[config.mk]
export PLATFORM = sky130hd
export DESIGN_NAME = image_resize_frame_ctrl
export DESIGN_NICKNAME = d
export VERILOG_FILES = /design/src/rtl/image_resize_pkg.sv /design/src/rtl/image_resize_cfg_check.sv /design/src/rtl/image_resize_frame_ctrl.sv
export SDC_FILE = /design/constraint.sdc
export NUM_CORES = 2
export LEC_CHECK = 0
export CORE_MARGIN = 8
export CORE_UTILIZATION = 35
export CTS_CLUSTER_DIAMETER = 40
export DETAILED_ROUTE_END_ITERATION = 10
export PLACE_DENSITY = 0.57
export RECOVER_POWER = 50
export REMOVE_ABC_BUFFERS = 1
export SKIP_CTS_REPAIR_TIMING = 1
export SYNTH_ARGS = -nofsm -noshare
export SYNTH_HDL_FRONTEND = slang
export SYNTH_SLANG_ARGS = --single-unit
[constraint.sdc]
create_clock -name axi_aclk -period 24.1 [get_ports axi_aclk]
set_clock_uncertainty 0.15 [all_clocks]
set_input_delay 2.41 -clock axi_aclk [delete_from_list [all_inputs] [get_ports axi_aclk]]
set_output_delay 2.41 -clock axi_aclk [all_outputs]
set_load 0.005 [all_outputs]
[src/rtl/image_resize_pkg.sv]
// Shared definitions for the image resizer frame controller.
//   state_t          : frame sequencer states
//   ERR_*            : codes reported on o_error
//   DEF_CNT_W        : default pixel counter width
//   DEF_FRAME_CNT_W  : default completed-frame counter width
package image_resize_pkg;

  typedef enum logic [2:0] {
    ST_IDLE  = 3'd0,
    ST_CHECK = 3'd1,
    ST_RUN   = 3'd2,
    ST_DRAIN = 3'd3,
    ST_DONE  = 3'd4
  } state_t;

  localparam logic [1:0] ERR_NONE  = 2'd0;
  localparam logic [1:0] ERR_CFG   = 2'd1;
  localparam logic [1:0] ERR_ABORT = 2'd2;

  localparam int DEF_CNT_W       = 32;
  localparam int DEF_FRAME_CNT_W = 16;

endpackage

[src/rtl/image_resize_cfg_check.sv]
// Registered frame-size product and configuration validity check.
// The product and verdict are captured on the same edge that latches the
// frame configuration, so both are stable throughout the CHECK cycle.
//   clk, rst            : clock, asynchronous active-high reset
//   load                : capture a new configuration
//   width, depth        : requested frame size
//   width_scale,
//   depth_scale         : decimation factors
//   total               : width*depth (valid when cfg_ok)
//   cfg_ok              : configuration is usable
module image_resize_cfg_check
  import image_resize_pkg::*;
#(
  parameter int CNT_W = DEF_CNT_W
) (
  input  logic             clk,
  input  logic             rst,
  input  logic             load,
  input  logic [31:0]      width,
  input  logic [31:0]      depth,
  input  logic [31:0]      width_scale,
  input  logic [31:0]      depth_scale,
  output logic [CNT_W-1:0] total,
  output logic             cfg_ok
);

  logic [63:0] prod;
  logic        too_big;
  logic        bad;

  assign prod    = {32'd0, width} * {32'd0, depth};
  // Any bit at or above CNT_W means the frame cannot be counted.
  assign too_big = (prod >> CNT_W) != 64'd0;
  assign bad     = (width == 32'd0) || (depth == 32'd0) ||
                   (width_scale == 32'd0) || (depth_scale == 32'd0) ||
                   (width_scale > width) || (depth_scale > depth) || too_big;

  always_ff @(posedge clk or posedge rst) begin
    if (rst) begin
      total  <= '0;
      cfg_ok <= 1'b0;
    end else if (load) begin
      total  <= prod[CNT_W-1:0];
      cfg_ok <= ~bad;
    end
  end

endmodule

[src/rtl/image_resize_frame_ctrl.sv]
// Frame-level sequencer for the pixel-decimating image resizer.
// Latches and validates a frame configuration on cfg_start, passes exactly
// width*depth input beats to the resizer, counts decimated output pixels and
// reports done / error / frame statistics.
//   axi_aclk, axi_reset            : clock, asynchronous active-high reset
//   cfg_*                          : requested configuration, start/abort pulses
//   s_data_valid / s_data_ready    : upstream pixel handshake
//   dp_data_valid / dp_data_ready  : pixel handshake toward the resizer
//   dp_out_valid                   : resizer output strobe (counted only)
//   dp_image_*, dp_*_scale         : latched configuration driven to the resizer
//   o_busy, o_done, o_error        : status
//   o_out_pixel_count, o_frame_count : statistics
// Handshake: a beat transfers in a cycle where valid and ready are both high;
// valid does not depend on ready. Outside RUN both directions are held low.
module image_resize_frame_ctrl
  import image_resize_pkg::*;
#(
  parameter int CNT_W       = DEF_CNT_W,
  parameter int FRAME_CNT_W = DEF_FRAME_CNT_W
) (
  input  logic                   axi_aclk,
  input  logic                   axi_reset,
  input  logic [31:0]            cfg_image_width,
  input  logic [31:0]            cfg_image_depth,
  input  logic [31:0]            cfg_width_scale,
  input  logic [31:0]            cfg_depth_scale,
  input  logic                   cfg_start,
  input  logic                   cfg_abort,
  input  logic                   s_data_valid,
  output logic                   s_data_ready,
  output logic                   dp_data_valid,
  input  logic                   dp_data_ready,
  input  logic                   dp_out_valid,
  output logic [31:0]            dp_image_width,
  output logic [31:0]            dp_image_depth,
  output logic [31:0]            dp_width_scale,
  output logic [31:0]            dp_depth_scale,
  output logic                   o_busy,
  output logic                   o_done,
  output logic [1:0]             o_error,
  output logic [CNT_W-1:0]       o_out_pixel_count,
  output logic [FRAME_CNT_W-1:0] o_frame_count
);

  state_t           state;
  state_t           next_state;
  logic [CNT_W-1:0] in_cnt;
  logic [CNT_W-1:0] total;
  logic             cfg_ok;
  logic             accept;
  logic             beat;
  logic             last_beat;

  // Abort has priority over a simultaneous start.
  assign accept    = (state == ST_IDLE) && cfg_start && !cfg_abort;
  assign beat      = (state == ST_RUN) && s_data_valid && dp_data_ready;
  assign last_beat = beat && ((in_cnt + CNT_W'(1)) == total);

  image_resize_cfg_check #(.CNT_W(CNT_W)) u_cfg_check (
    .clk         (axi_aclk),
    .rst         (axi_reset),
    .load        (accept),
    .width       (cfg_image_width),
    .depth       (cfg_image_depth),
    .width_scale (cfg_width_scale),
    .depth_scale (cfg_depth_scale),
    .total       (total),
    .cfg_ok      (cfg_ok)
  );

  // State register
  always_ff @(posedge axi_aclk or posedge axi_reset) begin
    if (axi_reset) state <= ST_IDLE;
    else           state <= next_state;
  end

  // Next-state logic
  always_comb begin
    next_state = state;
    case (state)
      ST_IDLE:  if (accept) next_state = ST_CHECK;
      ST_CHECK: begin
        if (cfg_abort)   next_state = ST_IDLE;
        else if (cfg_ok) next_state = ST_RUN;
        else             next_state = ST_IDLE;
      end
      ST_RUN: begin
        if (cfg_abort)      next_state = ST_IDLE;
        else if (last_beat) next_state = ST_DRAIN;
      end
      ST_DRAIN: next_state = cfg_abort ? ST_IDLE : ST_DONE;
      ST_DONE:  next_state = ST_IDLE;
      default:  next_state = ST_IDLE;
    endcase
  end

  // Output logic
  always_comb begin
    s_data_ready  = (state == ST_RUN) && dp_data_ready;
    dp_data_valid = (state == ST_RUN) && s_data_valid;
    o_busy        = (state != ST_IDLE);
    o_done        = (state == ST_DONE);
  end

  // Configuration, counters and error register
  always_ff @(posedge axi_aclk or posedge axi_reset) begin
    if (axi_reset) begin
      dp_image_width    <= '0;
      dp_image_depth    <= '0;
      dp_width_scale    <= '0;
      dp_depth_scale    <= '0;
      in_cnt            <= '0;
      o_error           <= ERR_NONE;
      o_out_pixel_count <= '0;
      o_frame_count     <= '0;
    end else begin
      if (accept) begin
        dp_image_width <= cfg_image_width;
        dp_image_depth <= cfg_image_depth;
        dp_width_scale <= cfg_width_scale;
        dp_depth_scale <= cfg_depth_scale;
        in_cnt         <= '0;
      end
      if (beat) in_cnt <= in_cnt + CNT_W'(1);
      case (state)
        ST_CHECK: begin
          if (cfg_abort) begin
            o_error <= ERR_ABORT;
          end else if (cfg_ok) begin
            o_error           <= ERR_NONE;
            o_out_pixel_count <= '0;
          end else begin
            o_error <= ERR_CFG;
          end
        end
        // DRAIN still counts: resizer output lags the last accepted pixel.
        ST_RUN, ST_DRAIN: begin
          if (cfg_abort)    o_error <= ERR_ABORT;
          if (dp_out_valid) o_out_pixel_count <= o_out_pixel_count + CNT_W'(1);
        end
        ST_DONE: o_frame_count <= o_frame_count + FRAME_CNT_W'(1);
        default: ;
      endcase
    end
  end

endmodule
==> impl_results.rst <==
.. list-table::
   :header-rows: 1

   * - Metric
     - Value
   * - Status
     - finished, violations left
   * - Violated checks
     - max-capacitance violations, max-slew violations
   * - Post-route ant nets
     - 0
   * - Clk pin slew, worst setup/hold paths
     - around 0.05 ns
   * - Total CTS buffers
     - 48
   * - FF/Latch Area
     - about 6200 um2
   * - Worst slew pin tran
     - between 3 and 4 ns
   * - Synth Flop Type
     - sky130_fd_sc_hd__dfrtp_1
   * - Die Y-Extent
     - 372 um
   * - Startpoint Class
     - input pin
   * - Cell area after synthesis
     - between 40,000 and 50,000 um2
   * - DRC violations left
     - 0
   * - Crit path required time
     - 24.50 ns
   * - Final RePlAce weighted congestion
     - ~0.94
   * - Clock latency on the worst-skew pair
     - between 0.6 and 0.7 ns
   * - Post-route setup TNS
     - 0 ns
   * - EDFF count, synth
     - 0
   * - Upper clock frequency limit
     - around 0.080 GHz
   * - Placed wire-length estimate after detailed placement
     - 122,000 um
   * - Place WS
     - about 11 ns
   * - Minimum period implied by the final worst setup slack
     - 12.51 ns
   * - Via count
     - about 36,000
   * - Worst rel slew slack
     - -154%
   * - Total clock sinks
     - ~250
   * - CP arrival
     - about 13 ns
   * - Area of the die
     - between 100,000 and 150,000 um2
   * - Peak fanout along the critical path
     - 25
   * - Final Setup Violations
     - 0
   * - Yosys cell types
     - 85
   * - Multi-input gate area
     - 34,200 um2
   * - Final non-filler cell total
     - slightly below 7,000
   * - Initial core utilization
     - between 30% and 40%
   * - Sequential element share of the synthesized area
     - about 14%
   * - Width of the chip
     - 372 um
   * - Pins Over Slew Limit
     - between 200 and 300
   * - Wirelength, routed
     - ~160,000 um
   * - Post-detailed-route via-to-cell ratio
     - 5.34
   * - Floorplan row count
     - between 100 and 150
   * - Worst Setup Slack, final
     - between 10 and 15 ns
   * - Largest net degree at the start of global routing
     - 84
   * - GRT overflow
     - 0
   * - Worst setup path class
     - in -> reg
   * - CTS tree
     - built
   * - Count of synthesis-stage warnings from yosys
     - 0
   * - Total of buffers placed on input and output ports
     - around 320
   * - Yosys reg bits
     - roughly 250
   * - Relative area change from synthesis to final layout
     - 14.3%
   * - Wire length of the first global-routing pass
     - around 240,000 um
   * - Commonest cells after routing, fill and taps aside
     - sky130_fd_sc_hd__fa_1, sky130_fd_sc_hd__inv_1, sky130_fd_sc_hd__nand2_1, sky130_fd_sc_hd__nor2_1, sky130_fd_sc_hd__ha_1
   * - I/O pin cnt
     - around 320
   * - Share of final-layout standard cells stronger than drive strength 1
     - approximately 5%
   * - Most frequent standard cell in the layout excluding fill and tap cells
     - sky130_fd_sc_hd__fa_1
   * - Number of hold-slack violations in the final timing report
     - 0
   * - Library cell used as clock root buffer
     - sky130_fd_sc_hd__clkbuf_16
   * - Number of optimization iterations in the first detailed-route pass
     - 5
   * - Max Cap Violations
     - 4
   * - Unrepaired setup endpoints after global routing
     - no
   * - 1st-iter DRT viols
     - roughly 3,200
   * - Synth Area per Inst
     - between 9 and 10 um2
   * - Type of element capturing the critical path
     - register
   * - Placeable core region
     - approximately 130,000 um2
   * - Bufs on Longest Clock Path
     - 3
   * - Crit share post-route
     - about 52%
   * - Placed insts
     - about 6,700
   * - Overall fraction of global-route tracks in use
     - a little under a quarter
   * - Fraction of registers with async set/reset
     - between 90% and 100%
   * - Number of antenna violations at the first check in global routing
     - 5
   * - Hold Path Class
     - reg -> reg
   * - Count of nets after finishing
     - about 6,500
   * - Number of global-route vias before repair
     - 38,100
   * - Number of filler instances in the final layout
     - between 10,000 and 15,000
   * - Level count of the clock H-tree
     - 2
   * - Post-Syn Instances
     - ~4,900
   * - Wirelength per Cell
     - around 23 um
[cells in the mapped netlist, types with 6 or more instances]
cell type / count / area (um2)
sky130_fd_sc_hd__mux2_2: 69 / 777
sky130_fd_sc_hd__or3_1: 14 / 87.6
sky130_fd_sc_hd__nor3_1: 26 / 130
sky130_fd_sc_hd__nand3_1: 49 / 245
sky130_fd_sc_hd__a21o_1: 32 / 240
sky130_fd_sc_hd__a31oi_1: 12 / 75.1
sky130_fd_sc_hd__nor2_1: 602 / 2260
sky130_fd_sc_hd__fa_1: 896 / 17900
sky130_fd_sc_hd__o21bai_1: 16 / 120
sky130_fd_sc_hd__and3_1: 34 / 213
sky130_fd_sc_hd__o221ai_1: 6 / 52.6
sky130_fd_sc_hd__ha_1: 330 / 4130
sky130_fd_sc_hd__xor2_1: 52 / 455
sky130_fd_sc_hd__and4_1: 7 / 61.3
sky130_fd_sc_hd__dfrtp_1: 246 / 6160
sky130_fd_sc_hd__o21a_1: 9 / 67.6
sky130_fd_sc_hd__nand2b_1: 7 / 43.8
sky130_fd_sc_hd__clkinv_1: 17 / 63.8
sky130_fd_sc_hd__buf_2: 21 / 105
sky130_fd_sc_hd__clkbuf_1: 212 / 796
sky130_fd_sc_hd__a21oi_1: 119 / 596
sky130_fd_sc_hd__nand2_1: 756 / 2840
sky130_fd_sc_hd__xnor2_1: 85 / 744
sky130_fd_sc_hd__o21ai_0: 191 / 956
sky130_fd_sc_hd__buf_1: 54 / 203
sky130_fd_sc_hd__nor4_1: 45 / 282
sky130_fd_sc_hd__o211ai_1: 8 / 60.1
sky130_fd_sc_hd__mux2i_1: 8 / 80.1
sky130_fd_sc_hd__and2_1: 33 / 206
sky130_fd_sc_hd__nand4_1: 65 / 407
sky130_fd_sc_hd__inv_1: 785 / 2950
sky130_fd_sc_hd__o31ai_1: 19 / 143
[area by class of cell]
| cell class | instances | share of cell area [%] |
|---|---|---|
| clock inverters | 27 | 0.689 |
| flip-flops and latches | 246 | 12.1 |
| diodes | 3 | 0.0148 |
| repair buffers | 393 | 7.32 |
| well taps | 1650 | 4.06 |
| multi-input cells | 3597 | 67.2 |
| clock buffers | 61 | 2.62 |
| inverters | 805 | 5.95 |
[state kept, by name, summed over array words and instances, names as in the netlist, 2 cells and up]
name,cells
o_error,2
dp_width_scale,32
dp_image_width,32
state,3
u_cfg_check.total,32
dp_image_depth,32
o_out_pixel_count,32
dp_depth_scale,32
in_cnt,32
o_frame_count,16
[per-stage QoR]
stage / hold slack, ns / utilization [%] / area, um2
floorplan: 0.318 / - / 43400
global placement: 0.310 / 39.1 / 49200
detailed placement: 0.318 / 39.1 / 49200
CTS: 0.325 / 40.4 / 50900
global route: 0.344 / 40.4 / 50800
finish: 0.316 / 40.4 / 50800
[kinds of logic after synthesis]
logic type	count (synthesis)	synth area share [%]
DFF	246	13.8
xor gates and xnor gates	137	2.70
adders and majority gates	1226	49.6
buffers and inverters	1092	9.28
AOI/OAI and AO/OA	489	6.84
muxes	77	1.93
and+or+nand+nor	1668	15.8
[worst max-delay path, cell delays in order]
cell                              delay [ns]
sky130_fd_sc_hd__clkdlybuf4s50_1        0.95
sky130_fd_sc_hd__inv_1                  1.11
sky130_fd_sc_hd__nor2_1                 0.19
sky130_fd_sc_hd__fa_1                   0.55
sky130_fd_sc_hd__fa_1                   0.52
sky130_fd_sc_hd__inv_1                  0.05
sky130_fd_sc_hd__fa_1                   0.47
sky130_fd_sc_hd__inv_1                  0.05
sky130_fd_sc_hd__fa_1                   0.49
sky130_fd_sc_hd__inv_1                  0.06
sky130_fd_sc_hd__fa_1                   0.58
sky130_fd_sc_hd__inv_1                  0.06
sky130_fd_sc_hd__fa_1                   0.45
sky130_fd_sc_hd__fa_1                   0.49
sky130_fd_sc_hd__inv_1                  0.11
sky130_fd_sc_hd__fa_1                   0.50
sky130_fd_sc_hd__inv_1                  0.04
sky130_fd_sc_hd__ha_1                   0.42
sky130_fd_sc_hd__nand4_1                0.33
sky130_fd_sc_hd__nor4_1                 0.63
sky130_fd_sc_hd__nor3b_1                0.62
sky130_fd_sc_hd__a211oi_1               0.30
sky130_fd_sc_hd__nor3b_1                0.35
sky130_fd_sc_hd__o311ai_0               0.14
sky130_fd_sc_hd__or4_1                  0.50
sky130_fd_sc_hd__nor4_1                 0.27
sky130_fd_sc_hd__nand4_1                0.14
sky130_fd_sc_hd__nand2_1                0.10
[worst paths after layout]
path	cells past startpoint	slack [ns]	from	endpoint
setup / recovery	28	11.59	cfg_image_depth[14]	u_cfg_check.cfg_ok
hold / removal	1	0.32	o_frame_count[15]	o_frame_count[15]
setup reg to reg	6	18.40	state[1]	dp_depth_scale[26]
hold reg to reg	1	0.32	o_frame_count[15]	o_frame_count[15]
max in group asynchronous	3	15.98	axi_reset	u_cfg_check.cfg_ok
min in group asynchronous	2	3.07	axi_reset	dp_image_width[13]
[layer usage]
metal	global-route usage [%]	vias to the layer above	part of all wire (%)	wire [um]
li1	-	15600	-	-
met1	30.9	18500	41	64200
met2	35.0	1784	45	70400
met3	4.78	341	9.9	15600
met4	9.55	0	4.9	7740
met5	0	-	0	0
Power is not shown: default switching activity piles up to over one toggle a cycle in this logic, so the estimate is an artifact.
